<file path="config.mk">
export PLATFORM = sky130hd
export DESIGN_NAME = riscv_v_uop_sequencer
export DESIGN_NICKNAME = d
export VERILOG_FILES = /design/src/rtl/riscv_v_uop_sequencer.sv
export SDC_FILE = /design/constraint.sdc
export NUM_CORES = 1
export LEC_CHECK = 0
export CAP_MARGIN = 25
export CORE_UTILIZATION = 50
export CTS_CLUSTER_DIAMETER = 40
export DETAILED_ROUTE_END_ITERATION = 7
export PLACE_DENSITY = 0.72
export SLEW_MARGIN = 20
export SYNTH_ARGS = -nofsm -noshare
export SYNTH_HDL_FRONTEND = slang
export SYNTH_SLANG_ARGS = --single-unit
</file>
<file path="constraint.sdc">
create_clock -name clk -period 10.8 [get_ports clk]
set_input_delay 2.16 -clock clk [delete_from_list [all_inputs] [get_ports clk]]
set_output_delay 2.16 -clock clk [all_outputs]
set_load 0.01 [all_outputs]
</file>
<file path="src/rtl/riscv_v_uop_sequencer.sv">
// Vector micro-op sequencer: splits one vector instruction into per-register
// micro-ops carrying register indices and the active-element window.
module riscv_v_uop_sequencer #(
  parameter int VLEN_BYTES    = 16,
  parameter int MAX_LMUL_LOG2 = 3,
  parameter int VL_W          = $clog2(VLEN_BYTES*8)+1,
  parameter int LEN_W         = $clog2(VLEN_BYTES)+1
) (
  input  logic             clk,
  input  logic             rst,
  input  logic             in_valid,
  output logic             in_ready,
  input  logic [2:0]       in_vsew,
  input  logic [1:0]       in_vlmul,
  input  logic [VL_W-1:0]  in_vl,
  input  logic [VL_W-1:0]  in_vstart,
  input  logic [4:0]       in_vd,
  input  logic [4:0]       in_vs1,
  input  logic [4:0]       in_vs2,
  input  logic             flush,
  output logic             uop_valid,
  input  logic             uop_ready,
  output logic [4:0]       uop_vd,
  output logic [4:0]       uop_vs1,
  output logic [4:0]       uop_vs2,
  output logic [2:0]       uop_vsew,
  output logic [LEN_W-1:0] uop_start,
  output logic [LEN_W-1:0] uop_len,
  output logic             uop_first,
  output logic             uop_last,
  output logic             done,
  output logic             illegal
);
  localparam int VB_LOG2 = $clog2(VLEN_BYTES);
  localparam int IDX_W   = MAX_LMUL_LOG2 + 1;

  typedef enum logic {IDLE, ISSUE} state_t;
  state_t state;

  logic [VL_W-1:0]  r_vle, r_vstart, r_sh;
  logic [4:0]       r_vd, r_vs1, r_vs2;
  logic [IDX_W-1:0] r_idx, r_ilast;

  logic             in_illegal, in_empty;
  logic [VL_W-1:0]  in_sh, in_epr, in_vlmax, in_vle;
  logic [IDX_W-1:0] in_ifirst, in_ilast;

  function automatic logic [LEN_W-1:0] clamp_len(input logic [VL_W-1:0] lim,
                                                 input logic [VL_W-1:0] base,
                                                 input logic [VL_W-1:0] epr);
    logic [VL_W-1:0] d;
    d = (lim > base) ? lim - base : '0;
    if (d > epr) d = epr;
    return LEN_W'(d);
  endfunction

  // All per-register scaling is by powers of two, so EPR is kept as a shift amount.
  always_comb begin
    in_illegal = (in_vsew > 3'd4) || (int'(in_vsew) > VB_LOG2) ||
                 (int'(in_vlmul) > MAX_LMUL_LOG2);
    in_sh      = in_illegal ? '0 : VL_W'(VB_LOG2) - VL_W'(in_vsew);
    in_epr     = VL_W'(1) << in_sh;
    in_vlmax   = in_epr << in_vlmul;
    in_vle     = (in_vl < in_vlmax) ? in_vl : in_vlmax;
    in_ifirst  = IDX_W'(in_vstart >> in_sh);
    in_ilast   = IDX_W'(((in_vle + in_epr - VL_W'(1)) >> in_sh) - VL_W'(1));
    in_empty   = (in_vstart >= in_vle);
  end

  logic [VL_W-1:0]  c_vle, c_vstart, c_sh, c_epr, c_base;
  logic [IDX_W-1:0] c_idx, c_ilast;
  logic [4:0]       c_vd, c_vs1, c_vs2;
  logic [LEN_W-1:0] c_start, c_len;

  // One shared window calculator: first uop from the inputs, later uops from latched state.
  always_comb begin
    if (state == IDLE) begin
      c_vle    = in_vle;
      c_vstart = in_vstart;
      c_sh     = in_sh;
      c_idx    = in_ifirst;
      c_ilast  = in_ilast;
      c_vd     = in_vd;
      c_vs1    = in_vs1;
      c_vs2    = in_vs2;
    end else begin
      c_vle    = r_vle;
      c_vstart = r_vstart;
      c_sh     = r_sh;
      c_idx    = r_idx + IDX_W'(1);
      c_ilast  = r_ilast;
      c_vd     = r_vd;
      c_vs1    = r_vs1;
      c_vs2    = r_vs2;
    end
    c_epr   = VL_W'(1) << c_sh;
    c_base  = VL_W'(c_idx) << c_sh;
    c_len   = clamp_len(c_vle, c_base, c_epr);
    c_start = clamp_len(c_vstart, c_base, c_epr);
  end

  assign in_ready = (state == IDLE) && !flush;

  always_ff @(posedge clk) begin
    if (rst || flush) begin
      state     <= IDLE;
      uop_valid <= 1'b0;
      done      <= 1'b0;
      illegal   <= 1'b0;
      uop_first <= 1'b0;
      uop_last  <= 1'b0;
      uop_vd    <= '0;
      uop_vs1   <= '0;
      uop_vs2   <= '0;
      uop_vsew  <= '0;
      uop_start <= '0;
      uop_len   <= '0;
      r_vle     <= '0;
      r_vstart  <= '0;
      r_sh      <= '0;
      r_vd      <= '0;
      r_vs1     <= '0;
      r_vs2     <= '0;
      r_idx     <= '0;
      r_ilast   <= '0;
    end else begin
      done    <= 1'b0;
      illegal <= 1'b0;
      case (state)
        IDLE: begin
          if (in_valid) begin
            if (in_illegal) begin
              done    <= 1'b1;
              illegal <= 1'b1;
            end else if (in_empty) begin
              done <= 1'b1;
            end else begin
              state     <= ISSUE;
              uop_valid <= 1'b1;
              uop_vsew  <= in_vsew;
              r_vle     <= in_vle;
              r_vstart  <= in_vstart;
              r_sh      <= in_sh;
              r_vd      <= in_vd;
              r_vs1     <= in_vs1;
              r_vs2     <= in_vs2;
              r_idx     <= c_idx;
              r_ilast   <= c_ilast;
              uop_vd    <= c_vd  + 5'(c_idx);
              uop_vs1   <= c_vs1 + 5'(c_idx);
              uop_vs2   <= c_vs2 + 5'(c_idx);
              uop_start <= c_start;
              uop_len   <= c_len;
              uop_first <= 1'b1;
              uop_last  <= (c_idx == c_ilast);
            end
          end
        end
        ISSUE: begin
          if (uop_ready) begin
            if (r_idx == r_ilast) begin
              state     <= IDLE;
              uop_valid <= 1'b0;
              uop_first <= 1'b0;
              uop_last  <= 1'b0;
              done      <= 1'b1;
            end else begin
              r_idx     <= c_idx;
              uop_vd    <= c_vd  + 5'(c_idx);
              uop_vs1   <= c_vs1 + 5'(c_idx);
              uop_vs2   <= c_vs2 + 5'(c_idx);
              uop_start <= c_start;
              uop_len   <= c_len;
              uop_first <= 1'b0;
              uop_last  <= (c_idx == c_ilast);
            end
          end
        end
        default: state <= IDLE;
      endcase
    end
  end
endmodule

</file>
==> reports/qor.yml <==
floorplan:
  dieArea_mm2: 0.0142
  std_cell_rows: 42
  start_util_pct: 51.5
  core-area_mm2: 0.0133
  die_h_um: 119
  die_w_um: 119
  ios: 75
timing:
  hold_violations: 0
  skew_ns: 0.00833
  slew_violations: 0
  final.setup.tns_ns: 0
  period_minus_slack_ns: 9.86
  relSlewSlack_pct: 47.2
  tightest_slew_ns: 0.792
  max_freq_mhz: 101
  setup_violations: 0
  period_share_pct: 91.3
  rsz0062_at_grt: "false"
placed_design:
  portBuffers: 74
  place_inst: 1069
  routabilityCongestion: 0.933
  hpwl_um: 13200
  place_area_mm2: 0.00773
synth:
  ys_ff_latch: 77
  syn_area_mm2: 0.00685
  post_synth.cell_area_avg_um2: 8.06
  synth_enable_flop_cells: 0
  yosys_warnings: 0
  synth_nets: 966
  yosysUniqueCellTypes: 68
  async_reset_ff_share_pct: 0
  yosysSeqAreaShare_pct: 22.5
  synth_cells: 849
  synth_flop_cell: "dfxtp_1"
setup_path:
  path_delay_family: "compound AO/OA/AOI/OAI gates"
  end_kind: "register"
  worst-path-buf-inv: 4
  crit_path_top_delay_cell: "clkdlybuf4s50_1"
  worstPathArrival_ns: 10.06
  crit_required_ns: 10.99
  crit_fanout: 13
  rr_endpoint: "uop_start[2]"
  crit_path_start_kind: "input port"
  reg2reg_slack_ns: 4.44
  path_common_cell: "o21ai_0"
  worstSetupPathType: "in2reg"
  cpPeakStageDelay_ns: 0.68
  timing.rr.start: "state"
  timing.reg2reg.worst_path_depth: 27
power_and_ir_drop:
  peakVddDrop_mv: 0.0743
  power.density_mw_per_mm2: 145
  total_leakage_power_nw: 3.23
final_layout:
  final_cell_mix: "nor2_1 (118), dfxtp_1 (76), clkdlybuf4s50_1 (74)"
  nNetsFinal: 1021
  fin_area_mm2: 0.00802
  syn2layout_area_growth_pct: 17.2
  layout-drive-gt1-share_pct: 7.26
  final_common_cell: "nor2_1"
  stdcell_count: 1085
  insertedDiodeCount: 0
min_path:
  min_to: "r_vle[4]"
  min_path_cells: 2
  min_path_type: "reg2reg"
  hp-start: "r_vle[4]"
cts:
  clk_path_buf_depth: 2
  insertion_delay_ns: 0.35
  postCtsHoldBufs: 0
  clock_sink_count: 77
  cts.root.buffer_cell: "clkbuf_16"
  cts_setup_buffers: 0
  cts_resized: 0
  clk_transition_reported_paths_ns: 0.06
  numCtsBuffers: 9
  cts_tree: "built"
  htreeDepth: 3
route:
  viasPerCell: 5.73
  final_antenna_net_count: 0
  detail_route.wl_per_cell_um: 16.2
  num_vias: 6218
  drt_iter0_drc: 405
  drc: 0
  wl_um: 17600
  first_pass_iters: 4
grt:
  antenna_found_initial: 0
  grt_pass1_vias: 5778
  grt_overflow: 0
  track_usage_pct: 25.5
  grt_max_degree: 76
  grt_pass1_wl_um: 28800
flow_run:
  maxCapViolCount: 0
status:
  status: "complete, no violations"
routing by layer:
| metal | wire [µm] | GRT usage [%] | part of all wire, % | vias to the layer above |
|---|---|---|---|---|
| li1 | - | - | - | 3141 |
| met1 | 8430 | 34.2 | 48 | 2918 |
| met2 | 8040 | 41.0 | 46 | 132 |
| met3 | 740 | 4.60 | 4.2 | 27 |
| met4 | 379 | 8.15 | 2.2 | 0 |
| met5 | 0 | 0 | 0 | - |
worst max-delay path by stage:
| stage | from | endpoint | slack [ns] | depth (start not counted) |
|---|---|---|---|---|
| after floorplan | in_vsew[0] | uop_len[4] | 1.34 | 38 |
| after global placement | in_vsew[1] | uop_len[3] | 0.94 | 34 |
| after detailed placement | in_vsew[1] | uop_len[3] | 0.71 | 34 |
| after CTS | in_vsew[1] | uop_len[1] | 1.06 | 34 |
| after global routing | in_vsew[1] | uop_len[3] | 0.07 | 37 |
| final | in_vsew[1] | uop_len[1] | 0.94 | 34 |
stage by stage:
step | hold slack [ns] | util, % | total power [mW] | worst slack (ns)
5_1_grt | 0.471 | 60.4 | 1.25 | 0.0670
3_3_place_gp | 0.444 | 58.2 | 0.856 | 0.943
4_1_cts | 0.462 | 60.4 | 1.17 | 1.06
2_1_floorplan | 0.437 | - | 0.732 | 1.34
6_report | 0.472 | 60.4 | 1.16 | 0.937
3_5_place_dp | 0.453 | 58.2 | 0.862 | 0.714
cell usage after synthesis, types with 2 or more instances:
cell      count  area share (%)
a211oi_1     27             3.0
a21boi_0      2            0.22
a21o_1       17             1.9
a21oi_1      56             4.1
a221oi_1      2            0.26
a22oi_1       5            0.55
a31oi_1       8            0.73
and2_1        2            0.18
and3_1        5            0.46
buf_1         3            0.16
buf_2         8            0.58
buf_4         3            0.33
clkbuf_1     29             1.6
dfxtp_1      77              23
fa_1          6             1.8
ha_1         70              13
inv_1        49             2.7
maj3_1        2            0.29
mux2_2       23             3.8
mux2i_1      71              10
nand2_1      40             2.2
nand2b_1     14             1.3
nand3_1      21             1.5
nand4_1       5            0.46
nor2_1      118             6.5
nor2b_1      15             1.4
nor3_1       24             1.8
nor3b_1       5            0.55
o211ai_1      4            0.44
o21a_1        8            0.88
o21ai_0      36             2.6
o21ai_1       5            0.37
o21bai_1      4            0.44
o22ai_1       7            0.64
o31a_1        2            0.26
o31ai_1       5            0.55
or2_2         2            0.18
xnor2_1      26             3.3
xor2_1       14             1.8
sequential cells by signal, summed over array words and instances, names as in the netlist:
register and cells:
uop_valid 1, r_vs2 5, done 1, uop_vs1 5, uop_vs2 5, uop_vd 5
r_idx 4, uop_first 1, uop_vsew 3, r_vd 5, illegal 1, r_vle 8
r_ilast 4, uop_len 5, r_sh 4, r_vstart 8, uop_last 1, r_vs1 5
uop_start 5, state 1
tightest hold or removal path, delay by kind of cell (launching register included):
family             cells  cell delay, ns
DFF                    1            0.31
AOI/OAI and AO/OA      1            0.06
and+or+nand+nor        1            0.05
power breakdown:
part           internal [mW]  switching (mW)
logic                  0.251           0.316
registers              0.293         0.00500
clock network          0.166           0.133
kinds of logic (layout without fill, tap and decap cells):
group | count (synthesis) | after routing | synth area share (%)
simple gates | 260 | 260 | 17.9
compound gates | 203 | 203 | 19.2
mux | 95 | 95 | 14.4
buf+inv | 94 | 154 | 5.47
fa+ha+maj | 78 | 78 | 14.8
flops | 77 | 77 | 22.5
xor+xnor | 42 | 42 | 5.68
layout make-up:
type                    count  area (µm²)
clock inverters             6        51.3
multi-input cells         678        4940
clock buffers              10         239
flip-flops and latches     77        1540
well taps                 176         220
inverters                  51         191
repair buffers             87         838
fillers                  1245        5270
Note: power is estimated with default switching activity, not from simulation.
